File: config.mk
export PLATFORM = sky130hd
export DESIGN_NAME = vram_rd_bridge
export DESIGN_NICKNAME = d
export VERILOG_FILES = /design/src/rtl/chr_gen_pkg.sv /design/src/rtl/chr_gen_tmo_ctr.sv /design/src/rtl/vram_rd_bridge.sv
export SDC_FILE = /design/constraint.sdc
export NUM_CORES = 1
export LEC_CHECK = 0
export CAP_MARGIN = 15
export CORE_MARGIN = 2
export CORE_UTILIZATION = 40
export DETAILED_ROUTE_END_ITERATION = 10
export PLACE_DENSITY = 0.65
export SYNTH_ARGS = -nofsm -noshare
export SYNTH_HDL_FRONTEND = slang
export SYNTH_SLANG_ARGS = --single-unit
File: constraint.sdc
create_clock -name NFSC_CK_i -period 4.5 [get_ports NFSC_CK_i]
set_clock_uncertainty 0.15 [all_clocks]
set_input_delay 0.9 -clock NFSC_CK_i [delete_from_list [all_inputs] [get_ports NFSC_CK_i]]
set_output_delay 0.9 -clock NFSC_CK_i [all_outputs]
set_load 0.1 [all_outputs]
File: src/rtl/chr_gen_pkg.sv
// Shared CHR_GEN definitions: VRAM geometry, the readback FSM encoding and counter sizing.
package chr_gen_pkg;

   localparam int C_VRAM_AW = 10;
   localparam int C_VRAM_DW = 8;

   typedef enum logic [2:0] {
      ST_IDLE      = 3'd0,
      ST_WAIT_SLOT = 3'd1,
      ST_ISSUE     = 3'd2,
      ST_LAT       = 3'd3,
      ST_DONE      = 3'd4
   } vram_rd_state_t;

   // Bits needed to count 0..n-1; never narrower than one bit.
   function automatic int ctr_width(input int n);
      return (n > 1) ? $clog2(n) : 1;
   endfunction

endpackage

File: src/rtl/chr_gen_tmo_ctr.sv
// Clear/enable up-counter whose terminal-count flag is high while the count equals C_N-1.
module chr_gen_tmo_ctr
   import chr_gen_pkg::*;
#(
   parameter int C_N = 4096
) (
   input  logic clk,
   input  logic rst_n,
   input  logic clr,
   input  logic en,
   output logic tc
);

   localparam int W = ctr_width(C_N);
   localparam logic [W-1:0] TC_VAL = W'(C_N - 1);

   logic [W-1:0] cnt_reg;

   always_ff @(posedge clk) begin
      if (!rst_n) begin
         cnt_reg <= '0;
      end else if (clr) begin
         cnt_reg <= '0;
      end else if (en) begin
         cnt_reg <= cnt_reg + W'(1);
      end
   end

   assign tc = (cnt_reg == TC_VAL);

endmodule

File: src/rtl/vram_rd_bridge.sv
// CPU readback engine: accepts a toggle-handshake read request, steals one free VRAM
// read-port slot (or times out), and returns the byte with an ack toggle and error flag.
module vram_rd_bridge
   import chr_gen_pkg::*;
#(
   parameter int C_AW     = C_VRAM_AW,
   parameter int C_DW     = C_VRAM_DW,
   parameter int C_RD_LAT = 2,
   parameter int C_TMO    = 4096
) (
   input  logic            NFSC_CK_i,
   input  logic            XSYS_R_i,
   input  logic            CPU_RD_REQ_TGL_i,
   input  logic [C_AW-1:0] CPU_RD_As_i,
   output logic [C_DW-1:0] CPU_RD_Ds_o,
   output logic            CPU_RD_ACK_TGL_o,
   output logic            CPU_RD_ERR_o,
   output logic            BUSY_o,
   input  logic            VRAM_FETCH_i,
   output logic [C_AW-1:0] VRAM_RAs_o,
   output logic            VRAM_RE_o,
   input  logic [C_DW-1:0] VRAM_RDs_i
);

   vram_rd_state_t  state_reg, state_next;
   logic [C_AW-1:0] addr_reg, addr_next;
   logic [C_AW-1:0] ras_reg, ras_next;
   logic [C_DW-1:0] ds_reg, ds_next;
   logic            ack_reg, ack_next;
   logic            err_reg, err_next;
   logic            busy_reg, busy_next;
   logic            re_reg, re_next;

   logic tmo_clr, tmo_en, tmo_tc;
   logic lat_clr, lat_en, lat_tc;

   chr_gen_tmo_ctr #(.C_N(C_TMO)) u_tmo_ctr (
      .clk   (NFSC_CK_i),
      .rst_n (XSYS_R_i),
      .clr   (tmo_clr),
      .en    (tmo_en),
      .tc    (tmo_tc)
   );

   chr_gen_tmo_ctr #(.C_N(C_RD_LAT)) u_lat_ctr (
      .clk   (NFSC_CK_i),
      .rst_n (XSYS_R_i),
      .clr   (lat_clr),
      .en    (lat_en),
      .tc    (lat_tc)
   );

   always_ff @(posedge NFSC_CK_i) begin
      if (!XSYS_R_i) begin
         state_reg <= ST_IDLE;
         addr_reg  <= '0;
         ras_reg   <= '0;
         ds_reg    <= '0;
         ack_reg   <= 1'b0;
         err_reg   <= 1'b0;
         busy_reg  <= 1'b0;
         re_reg    <= 1'b0;
      end else begin
         state_reg <= state_next;
         addr_reg  <= addr_next;
         ras_reg   <= ras_next;
         ds_reg    <= ds_next;
         ack_reg   <= ack_next;
         err_reg   <= err_next;
         busy_reg  <= busy_next;
         re_reg    <= re_next;
      end
   end

   always_comb begin
      state_next = state_reg;
      addr_next  = addr_reg;
      ras_next   = ras_reg;
      ds_next    = ds_reg;
      ack_next   = ack_reg;
      err_next   = err_reg;
      busy_next  = busy_reg;
      re_next    = 1'b0;
      tmo_clr    = 1'b0;
      tmo_en     = 1'b0;
      lat_clr    = 1'b0;
      lat_en     = 1'b0;

      case (state_reg)
         ST_IDLE: begin
            if (CPU_RD_REQ_TGL_i != ack_reg) begin
               addr_next  = CPU_RD_As_i;
               busy_next  = 1'b1;
               tmo_clr    = 1'b1;
               state_next = ST_WAIT_SLOT;
            end
         end
         ST_WAIT_SLOT: begin
            // A free slot takes priority over a timeout landing in the same cycle.
            if (!VRAM_FETCH_i) begin
               ras_next   = addr_reg;
               re_next    = 1'b1;
               state_next = ST_ISSUE;
            end else if (tmo_tc) begin
               ds_next    = '1;
               err_next   = 1'b1;
               busy_next  = 1'b0;
               state_next = ST_DONE;
            end else begin
               tmo_en = 1'b1;
            end
         end
         ST_ISSUE: begin
            lat_clr    = 1'b1;
            state_next = ST_LAT;
         end
         ST_LAT: begin
            if (lat_tc) begin
               ds_next    = VRAM_RDs_i;
               err_next   = 1'b0;
               busy_next  = 1'b0;
               state_next = ST_DONE;
            end else begin
               lat_en = 1'b1;
            end
         end
         ST_DONE: begin
            // Copying REQ (not inverting ACK) swallows any toggle made while busy.
            ack_next   = CPU_RD_REQ_TGL_i;
            state_next = ST_IDLE;
         end
         default: begin
            state_next = ST_IDLE;
         end
      endcase
   end

   assign CPU_RD_Ds_o      = ds_reg;
   assign CPU_RD_ACK_TGL_o = ack_reg;
   assign CPU_RD_ERR_o     = err_reg;
   assign BUSY_o           = busy_reg;
   assign VRAM_RAs_o       = ras_reg;
   assign VRAM_RE_o        = re_reg;

endmodule

# Word-level counts from Yosys, hierarchy flattened
# Cells that the tools add are included.
dict set report classes {
  add_sub_neg 2
  multipliers 0
  n_div 0
  order_cmp 0
  n_eq_ne 11
  shifts 0
  muxes 26
  bitwise_logic 2
  reduce_logical 11
}
# cell count
set ops {}
lappend ops {{two-way mux 8 bit} 3}
lappend ops {{case mux 8 bit (2 select lines)} 1}
lappend ops {{two-way mux 1 bit} 15}
lappend ops {{adder 12 x 1 -> 12 bit, second input constant} 1}
lappend ops {{== test 12 bit, second input constant} 1}
lappend ops {{two-way mux 3 bit} 4}
lappend ops {{case mux 3 bit (4 select lines)} 1}
lappend ops {{== test 3 x 2 -> 1 bit, second input constant} 2}
lappend ops {{inequality test 2 bit, second input constant} 3}
lappend ops {{AND reduction 2 bit} 3}
lappend ops {{AND reduction 5 bit} 1}
lappend ops {{AND reduction 4 bit} 1}
lappend ops {{OR reduction 2 bit} 2}
lappend ops {{== test 3 x 1 -> 1 bit, second input constant} 1}
lappend ops {{== test 3 bit, second input constant} 1}
lappend ops {{zero test 3 bit} 1}
lappend ops {{inequality test 3 bit, second input constant} 1}
lappend ops {{case mux 1 bit (3 select lines)} 1}
lappend ops {{AND reduction 3 bit} 1}
lappend ops {{nonzero test 3 bit} 1}
lappend ops {{inequality test 2 x 1 -> 1 bit, second input constant} 1}
lappend ops {{NOT 1 bit} 2}
lappend ops {{case mux 1 bit (2 select lines)} 1}
lappend ops {{nonzero test 2 bit} 1}
lappend ops {{other kinds (2)} 2}
dict set report totals {
  regBits 48
  latch_bits 0
  mem_bits_rw 0
  rom_bits 0
  inputBits 22
  output_inout_bits 22
  memories 0
}

# Logic depth before layout (Yosys ltp)
dict set report depth {
  depth_word 4
  ltp_mapped 6
  depth_no_buf 5
}

# Cells and area by module
# From an unflattened synthesis, not the netlist that was laid out.
dict set report unflattened {
  cells_unflattened 202
  hier_area_um2 1939.4
}
# module instances cells_per_inst area_each_um2 seq_area_each_um2
set modules_own_cells {}
lappend modules_own_cells {vram_rd_bridge 1 136 1321.3 700.7}
lappend modules_own_cells {{chr_gen_tmo_ctr (u_tmo_ctr)} 1 63 576.8 240.2}
lappend modules_own_cells {{chr_gen_tmo_ctr (u_lat_ctr)} 1 3 41.3 20.0}

# Least setup slack after synthesis
# OpenSTA, ideal clock, no wires.
dict set report synth_path {
  path_kind {input -> register}
  from {in VRAM_FETCH_i}
  to {reg u_tmo_ctr.cnt_reg[8]}
  arrival_time_ps 1921
  t_required_ps 4284
  slack_ps 2363
  stages 4
  cell_sequence {and4bb_4 -> nand2_4 -> or4_4 -> a21oi_2}
}
dict set report synth_between {
  elab_chain_len 2
}
# element line
set synth_rtl {}
lappend synth_rtl {{from (decl)} vram_rd_bridge.sv:19} ;# input logic VRAM_FETCH_i,
lappend synth_rtl {{two-way mux 1 bit} vram_rd_bridge.sv:100} ;# if (!VRAM_FETCH_i) begin
lappend synth_rtl {{two-way mux 1 bit} vram_rd_bridge.sv:89} ;# case (state_reg)
lappend synth_rtl {{to (signal assigned)} chr_gen_tmo_ctr.sv:25} ;# cnt_reg <= cnt_reg + W'(1);
lappend synth_rtl {{to (decl)} chr_gen_tmo_ctr.sv:17} ;# logic [W-1:0] cnt_reg;
# Every way passes these cells.
# A chain may end at the register's enable or synchronous reset.

# Worst setup path in the final report
dict set report layout_path {
  from {reg ack_reg (netlist: CPU_RD_ACK_TGL_o)}
  to {out CPU_RD_ACK_TGL_o}
}
# element line
set layout_rtl {}
lappend layout_rtl {{from (decl)} vram_rd_bridge.sv:29} ;# logic ack_reg, ack_next;
lappend layout_rtl {{from (signal assigned)} vram_rd_bridge.sv:68} ;# ack_reg <= ack_next;
lappend layout_rtl {{to (decl)} vram_rd_bridge.sv:16} ;# output logic CPU_RD_ACK_TGL_o,
# No word-level cell between the ends.

==> results_dict.tcl <==
set metrics [dict create \
    antenna_cells 0 \
    vias 1684 \
    synth-seq-area-share 0.468 \
    path_buf_inv 1 \
    setup_viol 0 \
    ant_nets 0 \
    routed_via_density 5.17 \
    powerDensity_mw_per_mm2 328 \
    grt_usage 0.154 \
    cts.sinks 48 \
    hold_viol_final 0 \
    start_util 0.407 \
    cts_hold_buf 0 \
    crit_family "buffers and inverters" \
    post_cts_buffers 0 \
    cts-resized-gates 0 \
    die_y_um 75.6 \
    dp_hpwl_um 2930 \
    path_max_fanout 3 \
    vdd_ir_drop_max_mv 0.174 \
    rsz0062_at_grt "false" \
    grt.overflow.total 0 \
    r2r_end "u_tmo_ctr.cnt_reg[10]$_SDFFE_PP0P_" \
    async_reset_ff_frac 0 \
    netlist_area_mm2 0.00205 \
    antenna_found_initial 0 \
    grt_pass1_wl_um 6750 \
    wl_per_cell_um 12.8 \
    timing.hold.ws_ns 0.308 \
    period_minus_slack_ns 2.86 \
    dieArea_mm2 0.00572 \
    synth_top_area_frac 0.468 \
    hold_start "addr_reg[5]$_SDFFE_PN0P_" \
    crit_path_end_kind "output port" \
    clock-root-buffer "clkbuf_8" \
    max_cap_viol_count 0 \
    min_path_type "flop to flop" \
    hold_end "VRAM_RAs_o[5]$_SDFFE_PN0P_" \
    ys.flop_type "dfxtp_1" \
    rr_worst_depth 4 \
    run_status "finished, final reports clean" \
    final_util 0.527 \
    clk-insertion-delay-late_ns 0.29 \
    min_delay_path_depth 2 \
    num_io_pins 44 \
    crit_type "flop to output port" \
    cts_buffer_depth 2 \
    drc 0 \
    cp_data_required_time_ns 3.45 \
    synth.most_common_cell "dfxtp_1" \
    port_buffers 43 \
    fill_cells 481 \
    syn_nets 236 \
    slew_headroom 0.349 \
    synthToLayoutAreaGrowth_pct 29.5 \
    critical_path_arrival_ns 1.81 \
    r2r_setup_slack_ns 2.50 \
    fin_crit_sh 0.636 \
    p_leak_uw 0.000913 \
    synth.largest_area_cell "dfxtp_1" \
    path_clk_slew_ns 0.09 \
    first_iter_violations 87 \
    synthCells 213 \
    rows 26 \
    ys_top_cells_by_area "dfxtp_1 47%, nand2_1 6.8%, a21boi_0 6.6%, o221a_2 4.4%, nand3_1 2.9%" \
    grt_pass1_vias 1497 \
    crit_path_start_kind "flop" \
    first_pass_iters 5 \
    worst_slew_pin_slew_ns 0.973 \
    slowest_stage "clkdlybuf4s50_1" \
    fmax_mhz 349 \
    cts_buffers 5 \
    grt_max_degree 38 \
    setup-tns-final_ns 0 \
    ys_seq_elements 48 \
    rr_startpoint "state_reg[1]$_SDFFE_PN0P_" \
    largest_reg_flops 12 \
    htree_levels 2 \
    synthTopCellsByCount "48 x dfxtp_1, 37 x nand2_1, 18 x a21boi_0, 12 x nand3_1, 9 x clkbuf_1" \
    slowest_delay_ns 1.15 \
    synth_edf_count 0 \
    cp-startpoint "CPU_RD_ACK_TGL_o$_SDFFE_PN0N_" \
    syn_avg_cell_area_um2 9.63 \
    routed_wirelength_um 4190 \
    core-area_mm2 0.00504 \
    place_congestion 0.783 \
    die_w_um 75.6 \
    synth.distinct_cells 44 \
    yosysWarnings 0 \
    worstPathCellList "clkdlybuf4s50_1" \
    nets 278 \
    final_max_slew_viol_count 0 \
    cts_tree "built" \
    drive_gt1_frac 0.129 \
]
-- layout by cell type (no fill, tap or decap), drive strengths merged --
cell type,instances
ha,1
nand2,38
dfxtp,48
o221a,8
a21boi,20
a211oi,1
and4bb,1
or4,2
xor2,3
nand3,13
o211ai,1
and2b,1
nor4b,1
and2,2
a21oi,8
bufinv,1
nor4,1
or3,5
nand2b,3
clkinv,1
o2111ai,1
nor3b,2
o311ai,1
nor2,6
and3,2
clkdlybuf4s50,43
nor2b,2
mux2i,5
a22oi,1
nand4,5
nand4bb,1
buf,4
inv,2
o41ai,1
clkbuf,6
nor3,5
o31ai,5
o21ai,4
o211a,1
-- worst register-to-register path: cells and delay by family, from the launching register on --
| kind | cells | cell delay [ns] |
|---|---|---|
| AO/OA/AOI/OAI | 1 | 0.39 |
| flip-flops | 1 | 0.52 |
| AND/OR/NAND/NOR | 3 | 0.84 |
-- logic make-up (layout without fill, tap and decap cells) --
| kind of cell | after synthesis | after routing | share of synthesized area |
|---|---|---|---|
| adders and majority gates | 1 | 1 | 0.00610 |
| xor gates and xnor gates | 3 | 3 | 0.0128 |
| buffers and inverters | 14 | 57 | 0.0287 |
| AOI/OAI and AO/OA | 52 | 52 | 0.217 |
| muxes | 5 | 5 | 0.0244 |
| DFF | 48 | 48 | 0.468 |
| and+or+nand+nor | 90 | 90 | 0.243 |
-- metal layers --
layer | GRT usage | vias to the layer above | part of all wire
met5 | 0 | - | 0
met2 | 0.246 | 25 | 0.48
li1 | - | 856 | -
met3 | 0.0410 | 7 | 0.037
met1 | 0.201 | 796 | 0.47
met4 | 0.0526 | 0 | 0.014
-- where the power goes --
part           switching, µW  internal (µW)
Clock                    139            165
Combinational           70.4           46.5
Sequential              11.8            439
Total                    221            650
-- worst max path at each step --
| stage | endpoint | slack [ns] | cells after the start |
|---|---|---|---|
| after floorplan | u_tmo_ctr.cnt_reg[8]$_SDFFE_PP0P_ | 2.36 | 4 |
| after global placement | u_tmo_ctr.cnt_reg[10]$_SDFFE_PP0P_ | 1.68 | 5 |
| after detailed placement | u_tmo_ctr.cnt_reg[10]$_SDFFE_PP0P_ | 1.64 | 5 |
| after CTS | CPU_RD_ACK_TGL_o | 1.62 | 1 |
| after global routing | CPU_RD_ACK_TGL_o | 1.57 | 1 |
| final | CPU_RD_ACK_TGL_o | 1.64 | 1 |
-- metrics by stage --
stage	cell area [µm²]	setup slack [ns]	power (µW)	instances
floorplan	2050	2.36	537	213
global placement	2550	1.68	577	318
detailed placement	2550	1.64	578	318
CTS	2660	1.62	883	326
global route	2660	1.57	912	326
finish	2660	1.64	871	326
-- cell type report --
| class | instances | area, µm² | area share |
|---|---|---|---|
| multi-input cells | 151 | 1030 | 0.389 |
| flip-flops and latches | 48 | 961 | 0.362 |
| repair buffers | 47 | 460 | 0.173 |
| well taps | 70 | 87.6 | 0.0330 |
| clock buffers | 6 | 72.6 | 0.0273 |
| clock inverters | 2 | 35.0 | 0.0132 |
| inverters | 2 | 7.51 | 0.00283 |
(Power assumes the default switching activity.)
==> RTL edit: new RTL, same settings <==
The parameter `C_TMO` goes from 4096 to 8192.
--- a/src/rtl/vram_rd_bridge.sv
+++ b/src/rtl/vram_rd_bridge.sv
@@ -6,7 +6,7 @@
    parameter int C_AW     = C_VRAM_AW,
    parameter int C_DW     = C_VRAM_DW,
    parameter int C_RD_LAT = 2,
-   parameter int C_TMO    = 4096
+   parameter int C_TMO    = 8192
 ) (
    input  logic            NFSC_CK_i,
    input  logic            XSYS_R_i,
Check against the original RTL: same outputs for any inputs over 10 cycles, from zero or initial values; that may be too few to reach the edited logic, so the function may still have changed.
==> RTL edit against the unedited design <==
- first-iteration DRC count decreased by 5.7%
- design area decreased by 1.9%
- synthesized area decreased by 2.4%
- largest power group unchanged
- non-clock buffer count decreased by 2
- sequential cell count increased by 1
- critical endpoint unchanged
- critical path depth unchanged
- power increased by 13%
- wire length decreased by 4.6%
- worst setup slack got worse by 0.027 ns
==> RTL edit: results (changes against the unedited design) <==
status: "finished clean"  # unchanged
placed_area_um2: 2490  # was 2550 µm²
synth_nets: 249  # was 236
grt_pass1_wl_mm: 6.78  # was 6.75 mm
fin_ws_ns: 1.61  # was 1.64 ns
grt_pass1_vias: 1565  # was 1497
peakVddDrop_uv: 194  # was 174 µV
drtIter0Drc: 82  # was 87
cp.arrival_ns: 1.84  # was 1.81 ns
worstMarginPinSlew_ns: 0.988  # was 0.973 ns
layoutNonFillerInstCount: 336  # was 326
reg2reg_to: "u_tmo_ctr.cnt_reg[11]$_SDFFE_PP0P_"  # was u_tmo_ctr.cnt_reg[10]$_SDFFE_PP0P_
yosys-top-cells-area: "dfxtp_1 (49%), a21oi_1 (6.5%), mux2i_1 (6.5%), nand2_1 (4.9%), nor2_1 (3.2%)"  # was dfxtp_1 (47%), nand2_1 (6.8%), a21boi_0 (6.6%), o221a_2 (4.4%), nand3_1 (2.9%)
yosysSeqAreaShare_pct: 49.0  # was 46.8%
largest_reg_flops: 13  # was 12
layout-drive-gt1-share_pct: 7.06  # was 12.9%
whs_ns: 0.298  # was 0.308 ns
whs_endpoint: "CPU_RD_Ds_o[7]$_SDFFE_PN0P_"  # was VRAM_RAs_o[5]$_SDFFE_PN0P_
insertion_delay_ns: 0.31  # was 0.29 ns
synth_cell_types: 40  # was 44
p_sw_w: 0.000286  # was 0.000221 W
grt_max_degree: 26  # was 38
syn_inst: 226  # was 213
r2r-start: "state_reg[0]$_SDFFE_PN0P_"  # was state_reg[1]$_SDFFE_PN0P_
r2r_setup_slack_ns: 2.33  # was 2.50 ns
routed_wl_mm: 3.99  # was 4.19 mm
initial_core_util_pct: 41.8  # was 40.7%
total_power_w: 0.000985  # was 0.000871 W
pre_cts_slack_ns: 1.40  # was 1.64 ns
netlist_top_cells_count: "dfxtp_1 (49), a21oi_1 (26), nand2_1 (26)"  # was dfxtp_1 (48), nand2_1 (37), a21boi_0 (18)
placed_cells: 328  # was 318
hp-start: "CPU_RD_Ds_o[7]$_SDFFE_PN0P_"  # was addr_reg[5]$_SDFFE_PN0P_
sequentialPowerShare_pct: 47.7  # was 51.7%
place.gp.congestion: 0.736  # was 0.783
track_usage_pct: 15.9  # was 15.4%
power_leakage_nw: 0.879  # was 0.913 nW
==> RTL edit: cell count changes in the layout (fill, tap and decap cells not counted), moves of 7 or more <==
cell,unedited run,this run
a21oi_1,6,26
a21boi_0,18,0
inv_1,2,15
nand2_1,37,26
nor2_1,6,17
mux2i_1,5,13
o221a_2,8,0
nand3_1,12,5
o21ai_0,4,11
==> RTL edit: cell type report <==
cell class,instances,area [µm²]
Multi-Input combinational cell,152,920
Timing Repair Buffer,45,445
Clock buffer,6,82.6
Inverter,15,56.3
Fill cell,451,2180
Sequential cell,49,981
Tap cell,67,83.8
Clock inverter,2,37.5
==> RTL edit: metal layers <==
metal	vias to the layer above	share of wire (%)	track usage, %
li1	881	-	-
met1	787	47	19.0
met2	26	47	25.2
met3	6	5.0	6.69
met4	0	1.5	6.75
met5	-	0	0
==> RTL edit: cells by family after synthesis <==
group	count (synthesis)	synth area share, %
mux	13	6.50
buf+inv	25	5.31
simple gates	80	20.8
flops	49	49.0
fa+ha+maj	1	0.625
xor+xnor	1	0.438
compound gates	57	17.3
